<file path="config.mk">
export PLATFORM = sky130hd
export DESIGN_NAME = serial_compare_ctrl
export DESIGN_NICKNAME = d
export VERILOG_FILES = /design/src/rtl/serial_compare_ctrl.sv
export SDC_FILE = /design/constraint.sdc
export NUM_CORES = 1
export LEC_CHECK = 0
export CAP_MARGIN = 20
export CORE_UTILIZATION = 27
export CTS_CLUSTER_SIZE = 10
export DETAILED_ROUTE_END_ITERATION = 10
export HOLD_SLACK_MARGIN = 0.05
export SKIP_LAST_GASP = 1
export SLEW_MARGIN = 10
export SYNTH_ARGS = -nofsm -noshare
export SYNTH_HDL_FRONTEND = slang
export SYNTH_SLANG_ARGS = --single-unit
</file>
<file path="constraint.sdc">
create_clock -name clk -period 4.05 [get_ports clk]
set_input_delay 0.81 -clock clk [delete_from_list [all_inputs] [get_ports clk]]
set_output_delay 0.81 -clock clk [all_outputs]
set_load 0.005 [all_outputs]
</file>
<file path="src/rtl/serial_compare_ctrl.sv">
`default_nettype none
// +----------------------------------------------------------------------------+
// | Module   : serial_compare_ctrl                                             |
// | Purpose  : Bit-serial word equality check using one external 1-bit         |
// |            comparator; reports eq and the lowest mismatching bit index.    |
// | Revision : 1.0                                                             |
// +----------------------------------------------------------------------------+
module serial_compare_ctrl #(
  parameter int WIDTH      = 8,
  parameter bit EARLY_EXIT = 1'b1,
  parameter int IDXW       = $clog2(WIDTH)
) (
  input  logic             clk,
  input  logic             rst,
  input  logic             in_valid,
  output logic             in_ready,
  input  logic [WIDTH-1:0] a,
  input  logic [WIDTH-1:0] b,
  output logic             cmp_x,
  output logic             cmp_y,
  input  logic             cmp_z,
  output logic             out_valid,
  input  logic             out_ready,
  output logic             eq,
  output logic [IDXW-1:0]  mismatch_idx,
  output logic             busy
);

  typedef enum logic [1:0] {
    S_IDLE = 2'd0,
    S_RUN  = 2'd1,
    S_DONE = 2'd2
  } state_t;

  localparam logic [IDXW-1:0] C_LAST_IDX = IDXW'(WIDTH - 1);

  state_t           state_q, state_d;
  logic [WIDTH-1:0] a_q, a_d;
  logic [WIDTH-1:0] b_q, b_d;
  logic [IDXW-1:0]  cnt_q, cnt_d;
  logic             eq_q, eq_d;
  logic [IDXW-1:0]  idx_q, idx_d;

  always_ff @(posedge clk) begin
    if (rst) begin
      state_q <= S_IDLE;
      a_q     <= '0;
      b_q     <= '0;
      cnt_q   <= '0;
      eq_q    <= 1'b0;
      idx_q   <= '0;
    end else begin
      state_q <= state_d;
      a_q     <= a_d;
      b_q     <= b_d;
      cnt_q   <= cnt_d;
      eq_q    <= eq_d;
      idx_q   <= idx_d;
    end
  end

  always_comb begin
    state_d   = state_q;
    a_d       = a_q;
    b_d       = b_q;
    cnt_d     = cnt_q;
    eq_d      = eq_q;
    idx_d     = idx_q;
    in_ready  = 1'b0;
    out_valid = 1'b0;
    busy      = 1'b0;
    cmp_x     = 1'b0;
    cmp_y     = 1'b0;

    unique case (state_q)
      S_IDLE: begin
        in_ready = 1'b1;
        if (in_valid) begin
          a_d     = a;
          b_d     = b;
          cnt_d   = '0;
          eq_d    = 1'b1;
          idx_d   = '0;
          state_d = S_RUN;
        end
      end

      S_RUN: begin
        busy  = 1'b1;
        cmp_x = a_q[cnt_q];
        cmp_y = b_q[cnt_q];
        // eq_q still high means no earlier bit mismatched, so this is the lowest one
        if (!cmp_z && eq_q) begin
          eq_d  = 1'b0;
          idx_d = cnt_q;
        end
        if ((EARLY_EXIT && !cmp_z) || (cnt_q == C_LAST_IDX)) begin
          state_d = S_DONE;
        end else begin
          cnt_d = cnt_q + IDXW'(1);
        end
      end

      S_DONE: begin
        out_valid = 1'b1;
        if (out_ready) begin
          state_d = S_IDLE;
        end
      end

      default: begin
        state_d = S_IDLE;
      end
    endcase
  end

  assign eq           = eq_q;
  assign mismatch_idx = idx_q;

endmodule
`default_nettype wire

</file>
Word-level counts from Yosys, hierarchy flattened
Index checks and enable logic that the tools add are counted.

Add/subtract/negate cells: 1. Equality and inequality tests: 8. $lt $le $gt $ge: 1. Reductions and logical operators: 9. Mux-type cells: 21.

Operator list (count): 3-bit case mux with 2 select lines (2); 2-bit inequality test, second input constant (5); 1-bit two-way mux (9); 3-bit two-way mux (3); 3-bit AND reduction (3); 1-bit binary-select mux with 3-bit select (2); 2-bit two-way mux (3); 2-bit case mux with 3 select lines (1); 3-bit by 4-bit less-than comparator with 1-bit output, second input constant (1); 3-bit by 1-bit adder with 3-bit output, second input constant (1); 3-bit equality test, second input constant (1); 2-bit by 1-bit equality test with 1-bit output, second input constant (1); 2-bit equality test, second input constant (1); 2-bit logical NOT (1); 1-bit case mux with 2 select lines (1); 2-bit AND reduction (1); 2-bit nonzero test (1); 1-bit logical AND (1); 1-bit logical NOT (1); 1-bit logical OR (1).

Input bits: 21. Output and inout bits: 9. Register bits: 25.

Depth between registers and ports, before layout
Gate-level depths: netlist of the first run.

Depth after elaboration: 4. Depth in mapped cells: 6. Mapped depth without buffers: 5.

Worst setup path after synthesis of the first run
No wires, ideal clock.

Path kind: register to output. Start: reg cnt_q[1]. End: out cmp_x. Setup slack: 2.118 ns. Data required time: 3.240 ns. Arrival: 1.122 ns. Stages on the path, launching flop included: 5. Path buffers: 1. Cell sequence: dfxtp_1 -> buf_2 -> mux4_2 -> nand2_1 -> a21oi_1.

Longest elaborated chain between the ends: 3.

Ends and longest elaborated chain: start: declaration (RTL line 40) `logic [IDXW-1:0] cnt_q, cnt_d;`; start signal: assignment (RTL line 56) `cnt_q <= cnt_d;`; 1-bit binary-select mux with 3-bit select (RTL line 90) `cmp_x = a_q[cnt_q];`; 1-bit two-way mux (not written as such) (RTL line 90); 1-bit two-way mux (RTL line 75) `unique case (state_q)`; end: declaration (RTL line 19) `output logic cmp_x,`.

Every way passes these cells. The select of a mux whose other input is x is not followed.

Final worst setup path of the first run
Start: reg cnt_q[1]. End: out cmp_y.

Longest elaborated chain between the ends: 3.

Ends and longest elaborated chain: 1-bit binary-select mux with 3-bit select (RTL line 91) `cmp_y = b_q[cnt_q];`; 1-bit two-way mux (not written as such) (RTL line 91); 1-bit two-way mux (RTL line 75); end: declaration (RTL line 20) `output logic cmp_y,`.

Every way passes these cells. The select of a mux whose other input is x is not followed.

==> results by group, run 1 <==
Run status
  • Outcome: finished, final reports clean

GRT
  • Final global-route overflow total: 0
  • Initial antenna violation count: 0
  • Total GRT Usage: between 10% and 20%
  • Global-route wire length before repair: 3750 um
  • Vias in the first global route: 874
  • Largest net degree at the start of global routing: 29

Synthesis
  • Cells after synthesis: roughly 130
  • Synthesis-stage register bit count: 25
  • Post-synthesis sequential area ratio: between 40% and 50%
  • Top FF cell, synth: dfxtp_1
  • Area leader, netlist: dfxtp_1
  • Synth Cell Area: 0.00114 mm2
  • Synth warn: 0
  • Post-synthesis async set-or-reset flop share: 0%
  • Post-synth EDFFs: 0
  • Mean post-synth cell area: ~9.0 um2
  • Top cells by area, synth: dfxtp_1 44%, nand2_1 12%, a21oi_1 8.8%
  • Post-Syn Nets: 150
  • Yosys top cell area share: 44.0%
  • Yosys cell types: 25

Drt
  • Initial DRT Pass Iterations: 4
  • Vias per cell: 4.63
  • WL/cell: 11.6 um
  • 1st-iter DRT viols: 18
  • DRT antenna net count: 0
  • DR DRC count: 0
  • Vias: 930
  • Routed WL: 2330 um

Place
  • Placer Congestion: just over 0.7
  • PortBufs: 29
  • Hpwl dp: 1750 um
  • Pre-CTS setup slack: around 1500 ps

Job
  • Max_cap viols: 0

Die
  • Die Span X: 66.9 um
  • Height of the die: between 60 and 70 um
  • Initial Utilization: 28.3%
  • Die footprint: roughly 0.0045 mm2
  • FP Rows: 23
  • Core area: 0.00403 mm2
  • Boundary Pins: 30

Power
  • Pint: approximately 0.37 mW
  • Leakage: ~0.52 nW
  • P per Cell Area: 331 mW/mm2
  • Sw frac: 23.9%
  • Seq pwr share: approximately 55%
  • Worst VDD drop: around 0.11 mV
  • Clock Power Share: 29.7%
  • Switching pwr: about 0.12 mW
  • Combinational power share: 15.2%

Clocking
  • Worst-skew pair later-pin latency: roughly 260 ps
  • Setup Fix Bufs, Post-CTS: 0
  • CTS buffer count: 3
  • H-Tree Depth: 1
  • Clock transition at the registers of the reported paths: 80 ps
  • Clock Sinks: 25
  • CTS tree: yes
  • CTS Hold Buffers Added: 0
  • CTS max path bufs: 2
  • CTS resizes: 0
  • Clk root buf: clkbuf_8

STA
  • # setup viols final: 0
  • Hold_ws: between 400 and 500 ps
  • PnR worst setup slack: roughly 1200 ps
  • Worst-Margin Slew: 934 ps
  • Setup TNS Final: 0 ps
  • Max frequency: between 300 and 400 MHz
  • Slew margin rel.: approximately 38%
  • RSZ-0062 raised after global routing: false
  • Min Tclk post-route: ~2800 ps
  • Slew Limit Fails: 0
  • Clock Skews: 4.73 ps
  • Fin. Hold Viols: 0
  • Tcrit/Tclk final: ~70%

Final layout
  • Commonest non-fill, non-tap cell in the layout: nand2_1
  • Layout cells sized above 1: 6.62%
  • Area Growth Syn to Fin: 29.3%
  • Ant. Diodes: 0
  • Layout Nets: roughly 180
  • Commonest cells after routing, fill and taps aside: 36 x nand2_1, 29 x clkdlybuf4s50_1, 25 x dfxtp_1

Critical path
  • WP data required: between 3000 and 4000 ps
  • Crit Path Class: register to output port
  • CP Launch Type: register
  • Crit Path Max Fanout: 7
  • Cells along the critical path: mux4_2, nand2_1, a21oi_1, clkdlybuf4s50_1
  • Data arrival, critical path: 1990 ps
  • Bufs and invs on worst path: 1
  • CP top delay family: flip-flops
  • Crit-path slowest cell: dfxtp_1
  • CP endpoint kind: output port
  • CP max stage delay: approximately 560 ps

Hold path
  • Hold Crit Class: register to register
-- layer usage --
metal | global-route usage (%) | vias to the layer above | wire (um)
li1 | - | 482 | -
met3 | 2.05 | 4 | 90
met4 | 3.99 | 0 | 25
met2 | 20.3 | 28 | 1140
met5 | 0 | - | 0
met1 | 13.1 | 416 | 1080
-- tightest hold or removal path, cell delays in order (launching register included) --
cell and delay, ps:
dfxtp_1 310, nand2_1 50, a21oi_1 50
-- worst paths after layout --
check,cells after the start,start,end,slack (ps)
setup / recovery,4,cnt_q[1]$_SDFFE_PP0P_,cmp_y,1250
hold / removal,2,b_q[3]$_SDFFE_PP0P_,b_q[3]$_SDFFE_PP0P_,460
setup reg to reg,5,cnt_q[1]$_SDFFE_PP0P_,cnt_q[0]$_SDFFE_PP0P_,2460
hold reg to reg,2,b_q[3]$_SDFFE_PP0P_,b_q[3]$_SDFFE_PP0P_,460
-- kinds of logic after synthesis --
logic type | synth area share, %
AND/OR/NAND/NOR | 23.5
AO/OA/AOI/OAI | 15.8
flip-flops | 44.0
buffers and inverters | 6.59
multiplexers | 7.91
adder cells (fa/ha/maj) | 2.20
-- cells in the mapped netlist (2+ instances only) --
| master | n |
|---|---|
| nand2b_1 | 7 |
| a21oi_1 | 20 |
| nor2_1 | 2 |
| buf_6 | 2 |
| nand2_1 | 36 |
| mux4_2 | 4 |
| clkbuf_1 | 3 |
| inv_1 | 3 |
| nor3_1 | 2 |
| o2bb2ai_1 | 5 |
| ha_1 | 2 |
| buf_2 | 3 |
| nand3b_1 | 2 |
| dfxtp_1 | 25 |
-- power by group through the flow --
stage | combinational (mW) | sequential (mW) | clock, mW
finish | 0.0738 | 0.269 | 0.145
global route | 0.0817 | 0.271 | 0.159
CTS | 0.0748 | 0.269 | 0.150
detailed placement | 0.0743 | 0.275 | 0
global placement | 0.0727 | 0.274 | 0
floorplan | 0.0500 | 0.269 | 0
-- state kept, by name, summed over array words and instances, names as in the netlist --
signal and flops:
mismatch_idx 3, a_q 8, cnt_q 3, eq 1
state_q 2, b_q 8
-- per-stage QoR --
step           util [%]  power, mW  cell area, um2  cells
3_5_place_dp       35.4      0.349            1430    197
6_report           36.6      0.487            1470    201
2_1_floorplan         -      0.320            1140    127
5_1_grt            36.6      0.511            1470    201
3_3_place_gp       35.4      0.347            1430    197
4_1_cts            36.6      0.494            1470    201
-- cell type report --
cell class / instances / area (um2)
fill: 425 / 2560
sequential: 25 / 500
inverter: 3 / 11.3
tap: 50 / 62.6
clock buffer: 4 / 45.0
multi-input combinational: 90 / 563
timing repair buffer: 29 / 290
No activity file was read; power rests on OpenSTA's default activity.
==> run 2: changes to the inputs <==
==> constraint.sdc (replaced) <==
create_clock -name clk -period 2.41 [get_ports clk]
set_input_delay 0.482 -clock clk [delete_from_list [all_inputs] [get_ports clk]]
set_output_delay 0.482 -clock clk [all_outputs]
set_load 0.005 [all_outputs]
==> run 2 against run 1 <==
Net effect: flip-flop and latch count did not move; clock power up 64%; routed wire length grew 2.4%; setup slack lost 1100 ps; critical path type unchanged; largest power group unchanged; design area grew 0.76%.
==> results by group, run 2 (synthesis gave the netlist of run 1 again) <==
Run status
  • Outcome: finished, final reports clean

Critical path
  • Worst R2R Start: cnt_q[0]$_SDFFE_PP0P_
  • Crit Path Class: register to output port
  • WP data required: 1930 ps (-1310 ps)
  • Data arrival, critical path: 1800 ps (-190 ps)
  • Worst setup startpoint: cnt_q[1]$_SDFFE_PP0P_
  • FF-to-FF setup slack: 880 ps (-1580 ps)
  • CP Launch Type: register
  • Crit Path Max Fanout: 7 (unchanged)
  • CP endpoint kind: output port

Hold path
  • Hold Crit Class: register to register
  • Hold path startpoint: b_q[1]$_SDFFE_PP0P_

GRT
  • Global-route wire length before repair: 3840 um (+2.2%)
  • Largest net degree at the start of global routing: 24 (-17%)
  • Initial antenna violation count: 0 (unchanged)
  • Met3 Usage GRT: 3.42% (+1.4 points)
  • Met1 GRT Util: 12.9% (-0.14 points)
  • Met2 GRT Util: 20.8% (+0.51 points)
  • Vias in the first global route: 881 (+0.80%)
  • Total GRT Usage: 11.3% (+0.060 points)
  • Final global-route overflow total: 0 (unchanged)
  • Grt peak-use layer: met2

STA
  • # setup viols final: 0 (unchanged)
  • Fin. Hold Viols: 0 (unchanged)
  • Worst-Margin Slew: 590 ps (-343 ps)
  • Max frequency: 439 MHz
  • Tcrit/Tclk final: 94.5%
  • Slew margin rel.: 60.6% (+23 points)
  • Hold_ws: 460 ps (+2.65 ps)
  • Setup TNS Final: 0 ps (unchanged)
  • Clock Skews: 4.69 ps (-0.0366 ps)
  • Slew Limit Fails: 0 (unchanged)
  • Min Tclk post-route: approximately 2300 ps
  • RSZ-0062 raised after global routing: false

Die
  • Die Span X: 66.9 um (unchanged)
  • Initial Utilization: 28.3% (unchanged)
  • Height of the die: 66.9 um (unchanged)
  • Boundary Pins: 30 (unchanged)
  • FP Rows: 23 (unchanged)
  • Core area: 0.00403 mm2 (unchanged)
  • Die footprint: 0.00448 mm2 (unchanged)

Drt
  • 1st-iter DRT viols: 19 (+1)
  • DR DRC count: 0 (unchanged)
  • Vias per cell: 4.64 (+0.25%)
  • Initial DRT Pass Iterations: 4 (unchanged)
  • WL/cell: 11.8 um (+1.9%)
  • Vias: 937 (+0.75%)
  • Routed WL: 2380 um (+2.4%)
  • DRT antenna net count: 0 (unchanged)

Final layout
  • Layout Nets: 176 (+0.57%)
  • Final core utilization: 36.8% (+0.28 points)
  • Commonest cells after routing, fill and taps aside: 36 x nand2_1, 29 x clkdlybuf4s50_1, 24 x dfxtp_1
  • Regs by FF count: a_q x8, b_q x8
  • Ant. Diodes: 0 (unchanged)
  • Area Growth Syn to Fin: 30.3%
  • Commonest non-fill, non-tap cell in the layout: nand2_1
  • Layout cells sized above 1: 7.89% (+1.3 points)

Place
  • Placer Congestion: 0.733 (+1.4%)
  • PortBufs: 29 (unchanged)
  • Hpwl dp: 1760 um (+0.70%)

Clocking
  • Clock Sinks: 25 (unchanged)
  • Clk root buf: clkbuf_8
  • Clock transition at the registers of the reported paths: 80 ps (about the same)
  • H-Tree Depth: 1 (unchanged)
  • CTS max path bufs: 2 (unchanged)
  • Worst-skew pair later-pin latency: 260 ps (about the same)
  • CTS buffer count: 3 (unchanged)
  • CTS tree: yes

Power
  • Worst VDD drop: 0.361 mV (+230%)
  • P per Cell Area: 549 mW/mm2 (+66%)
  • Leakage: 0.526 nW (+1.1%)

Job
  • Max_cap viols: 0 (unchanged)
-- run 2: cell count changes in the layout (fill, tap and decap cells not counted) --
cell | before | now
dfxtp_4 | 0 | 1
buf_4 | 0 | 1
dfxtp_1 | 25 | 24
-- run 2: path summary, 6_finish.rpt --
check                           to  depth (start not counted)
max reg2reg  cnt_q[0]$_SDFFE_PP0P_                          5
min            b_q[1]$_SDFFE_PP0P_                          2
max                          cmp_y                          4
min reg2reg    b_q[1]$_SDFFE_PP0P_                          2
-- run 2: worst max-delay path: stages, from the launching register on --
cell and delay (ps):
dfxtp_4 410, mux4_2 510, nand2_1 80, a21oi_1 80, clkdlybuf4s50_1 450
-- run 2: power breakdown --
part / leakage (nW) / internal (mW) / switching, mW / total, mW
registers: 0.205 / 0.434 / 0.0175 / 0.452
clock network: 0.0228 / 0.118 / 0.120 / 0.238
logic: 0.298 / 0.0707 / 0.0545 / 0.125
-- run 2: metrics by stage --
step                power (mW)  cells  instance area (um2)  worst slack (ps)
finish                   0.815    202                 1480               133
detailed placement       0.589    198                 1440               251
floorplan                0.537    127                 1140               806
global route             0.859    202                 1480              31.5
CTS                      0.827    202                 1480              72.4
global placement         0.585    198                 1440               265
-- run 2: area by class of cell --
type                    instances  area, um2
flip-flops and latches         25        504
clock buffers                   4       45.0
inverters                       3       11.3
repair buffers                 30        298
well taps                      50       62.6
multi-input cells              90        563
fillers                       428       2540
-- run 2: metal layers --
| layer | wire length (um) | up-vias |
|---|---|---|
| met5 | 0 | - |
| met1 | 1070 | 434 |
| met2 | 1190 | 24 |
| met3 | 125 | 0 |
| li1 | - | 479 |
| met4 | 0 | 0 |
-- run 2: repair_timing --
| item | in CTS | in global routing |
|---|---|---|
| setup buffers | 0 | 0 |
| resized for setup | 1 | 1 |
| endpoints found under the hold margin | 0 | 0 |
| hold buffers | 0 | 0 |
| setup endpoints to repair | 2 | 1 |
| pin swaps | 0 | 0 |
==> run 3: changes to the inputs <==
--- a/config.mk
+++ b/config.mk
@@ -11,7 +11,7 @@
 export DETAILED_ROUTE_END_ITERATION = 10
 export HOLD_SLACK_MARGIN = 0.05
 export SKIP_LAST_GASP = 1
-export SLEW_MARGIN = 10
+export SLEW_MARGIN = 20
 export SYNTH_ARGS = -nofsm -noshare
 export SYNTH_HDL_FRONTEND = slang
 export SYNTH_SLANG_ARGS = --single-unit
==> constraint.sdc (replaced) <==
create_clock -name clk -period 2.4 [get_ports clk]
set_input_delay 0.48 -clock clk [delete_from_list [all_inputs] [get_ports clk]]
set_output_delay 0.48 -clock clk [all_outputs]
set_load 0.005 [all_outputs]
==> run 3 against run 2 <==
Net effect: final cell count rose by 0.50%; combinational power barely moved; flip-flop and latch count did not move; via count fell by 0.11%; worst hold slack got worse by 0.55 ps; clock power barely moved.
==> results by group, run 3 (synthesis gave the netlist of run 1 again) <==
Clocking
  • H-Tree Depth: 1 (unchanged)
  • CTS max path bufs: 2 (unchanged)
  • CTS tree: yes
  • Clock Sinks: 25 (unchanged)
  • Setup Fix Bufs, Post-CTS: 0 (unchanged)
  • Clk root buf: clkbuf_8
  • CTS buffer count: 3 (unchanged)
  • Worst-skew pair later-pin latency: 260 ps (about the same)
  • Clock transition at the registers of the reported paths: 80 ps (about the same)

Critical path
  • Cells along the critical path: mux4_2, nand2_1, a21oi_1, clkdlybuf4s50_1
  • FF-to-FF setup slack: 890 ps (about the same)
  • Crit Path Class: register to output port
  • Crit path to: cmp_y
  • Data arrival, critical path: 1790 ps (about the same)
  • Worst R2R Start: cnt_q[0]$_SDFFE_PP0P_
  • Worst setup startpoint: cnt_q[1]$_SDFFE_PP0P_
  • CP Launch Type: register
  • WP data required: 1920 ps (about the same)
  • CP max stage delay: 510 ps (about the same)
  • Crit Path Max Fanout: 7 (unchanged)
  • CP endpoint kind: output port
  • R2R cell count: 5 (unchanged)
  • Crit-path slowest cell: mux4_2
  • R2r endpoint: cnt_q[0]$_SDFFE_PP0P_

Final layout
  • Regs by FF count: a_q x8, b_q x8
  • Ant. Diodes: 0 (unchanged)
  • Layout Nets: 177 (+0.57%)
  • Commonest cells after routing, fill and taps aside: 36 x nand2_1, 29 x clkdlybuf4s50_1, 24 x dfxtp_1
  • Area Growth Syn to Fin: 31.0%
  • Commonest non-fill, non-tap cell in the layout: nand2_1
  • Layout cells sized above 1: 8.50% (+0.60 points)
  • Filler instances: 429 (+0.23%)

Drt
  • DR DRC count: 0 (unchanged)
  • WL met3: 111 um (-11%)
  • M1 wire length: 1050 um (-2.1%)
  • DRT antenna net count: 0 (unchanged)
  • 1st-iter DRT viols: 16 (-3)
  • WL/cell: 11.0 um (-6.4%)
  • Routed WL: 2240 um (-5.9%)
  • Uppermost layer routed: met4
  • Met2 WL: 1070 um (-9.4%)
  • Initial DRT Pass Iterations: 4 (unchanged)
  • Vias: 936 (-0.11%)
  • Vias per cell: 4.61 (-0.60%)

Die
  • Height of the die: 66.9 um (unchanged)
  • Initial Utilization: 28.3% (unchanged)
  • FP Rows: 23 (unchanged)
  • Die Span X: 66.9 um (unchanged)
  • Boundary Pins: 30 (unchanged)
  • Die footprint: 0.00448 mm2 (unchanged)
  • Core area: 0.00403 mm2 (unchanged)

STA
  • Tcrit/Tclk final: 94.7%
  • Fin. Hold Viols: 0 (unchanged)
  • Hold_ws: 460 ps (-0.545 ps)
  • # setup viols final: 0 (unchanged)
  • Max frequency: 440 MHz
  • Clock Skews: 2.50 ps (-2.20 ps)
  • Slew margin rel.: 62.8% (+2.2 points)
  • RSZ-0062 raised after global routing: false
  • Setup TNS Final: 0 ps (unchanged)
  • Worst-Margin Slew: 557 ps (-33.1 ps)
  • Slew Limit Fails: 0 (unchanged)
  • Min Tclk post-route: 2270 ps

GRT
  • Global-route wire length before repair: 3690 um (-3.8%)
  • Initial antenna violation count: 0 (unchanged)
  • Final global-route overflow total: 0 (unchanged)
  • Largest net degree at the start of global routing: 24 (unchanged)
  • Vias in the first global route: 886 (+0.57%)
  • Total GRT Usage: 10.8% (-0.54 points)

Power
  • P per Cell Area: 551 mW/mm2 (+0.27%)
  • Leakage: 0.531 nW (+0.95%)
  • Worst VDD drop: 0.237 mV (-34%)

Job
  • Max_cap viols: 0 (unchanged)

Hold path
  • Hold path startpoint: a_q[6]$_SDFFE_PP0P_
  • Hold Crit Class: register to register

Place
  • Placer Congestion: 0.734 (+0.16%)
  • PortBufs: 29 (unchanged)
  • Hpwl dp: 1730 um (-1.7%)

Run status
  • Outcome: finished, final reports clean
-- run 3: cell type report --
class	instances	area (um2)	share of cell area, %
clock buffers	4	45.0	3.02
well taps	50	62.6	4.19
inverters	3	11.3	0.755
multi-input cells	90	563	37.8
flip-flops and latches	25	504	33.8
repair buffers	31	305	20.5
-- run 3: what timing repair did --
item                       CTS  global route
setup endpoints to repair    2             1
hold buffers                 0             0
gates resized for setup      1             1
-- run 3: report_power, final --
| group | switching [mW] | leakage [nW] | internal [mW] | total [mW] |
|---|---|---|---|---|
| registers | 0.0169 | 0.205 | 0.436 | 0.453 |
| clock network | 0.123 | 0.0228 | 0.118 | 0.241 |
| logic | 0.0544 | 0.303 | 0.0728 | 0.127 |
-- run 3: worst min path at each step --
stage | to | slack, ps | depth (start not counted)
6_report | a_q[6]$_SDFFE_PP0P_ | 460 | 2
2_1_floorplan | a_q[4]$_SDFFE_PP0P_ | 430 | 2
3_5_place_dp | a_q[6]$_SDFFE_PP0P_ | 450 | 2
4_1_cts | a_q[6]$_SDFFE_PP0P_ | 460 | 2
3_3_place_gp | a_q[4]$_SDFFE_PP0P_ | 440 | 2
5_1_grt | b_q[0]$_SDFFE_PP0P_ | 480 | 2
-- run 3: per-layer routing --
layer,vias up,GRT usage [%]
met2,22,19.2
met4,0,2.39
met3,2,2.74
met5,-,0
met1,426,12.8
li1,486,-
-- run 3: through the flow --
| stage | power, mW | util [%] | cells | instance area (um2) | setup WS, ps |
|---|---|---|---|---|---|
| after floorplan | 0.539 | - | 127 | 1140 | 798 |
| after global placement | 0.590 | 35.8 | 199 | 1440 | 259 |
| after detailed placement | 0.593 | 35.8 | 199 | 1440 | 222 |
| after CTS | 0.831 | 37.0 | 203 | 1490 | 50.0 |
| after global routing | 0.866 | 37.0 | 203 | 1490 | 51.6 |
| final | 0.821 | 37.0 | 203 | 1490 | 127 |
-- run 3: critical path: cells and delay by family, from the launching register on --
kind            cells  cell delay [ps]
simple gates        1               80
buf+inv             1              450
flops               1              410
mux                 1              510
compound gates      1               80
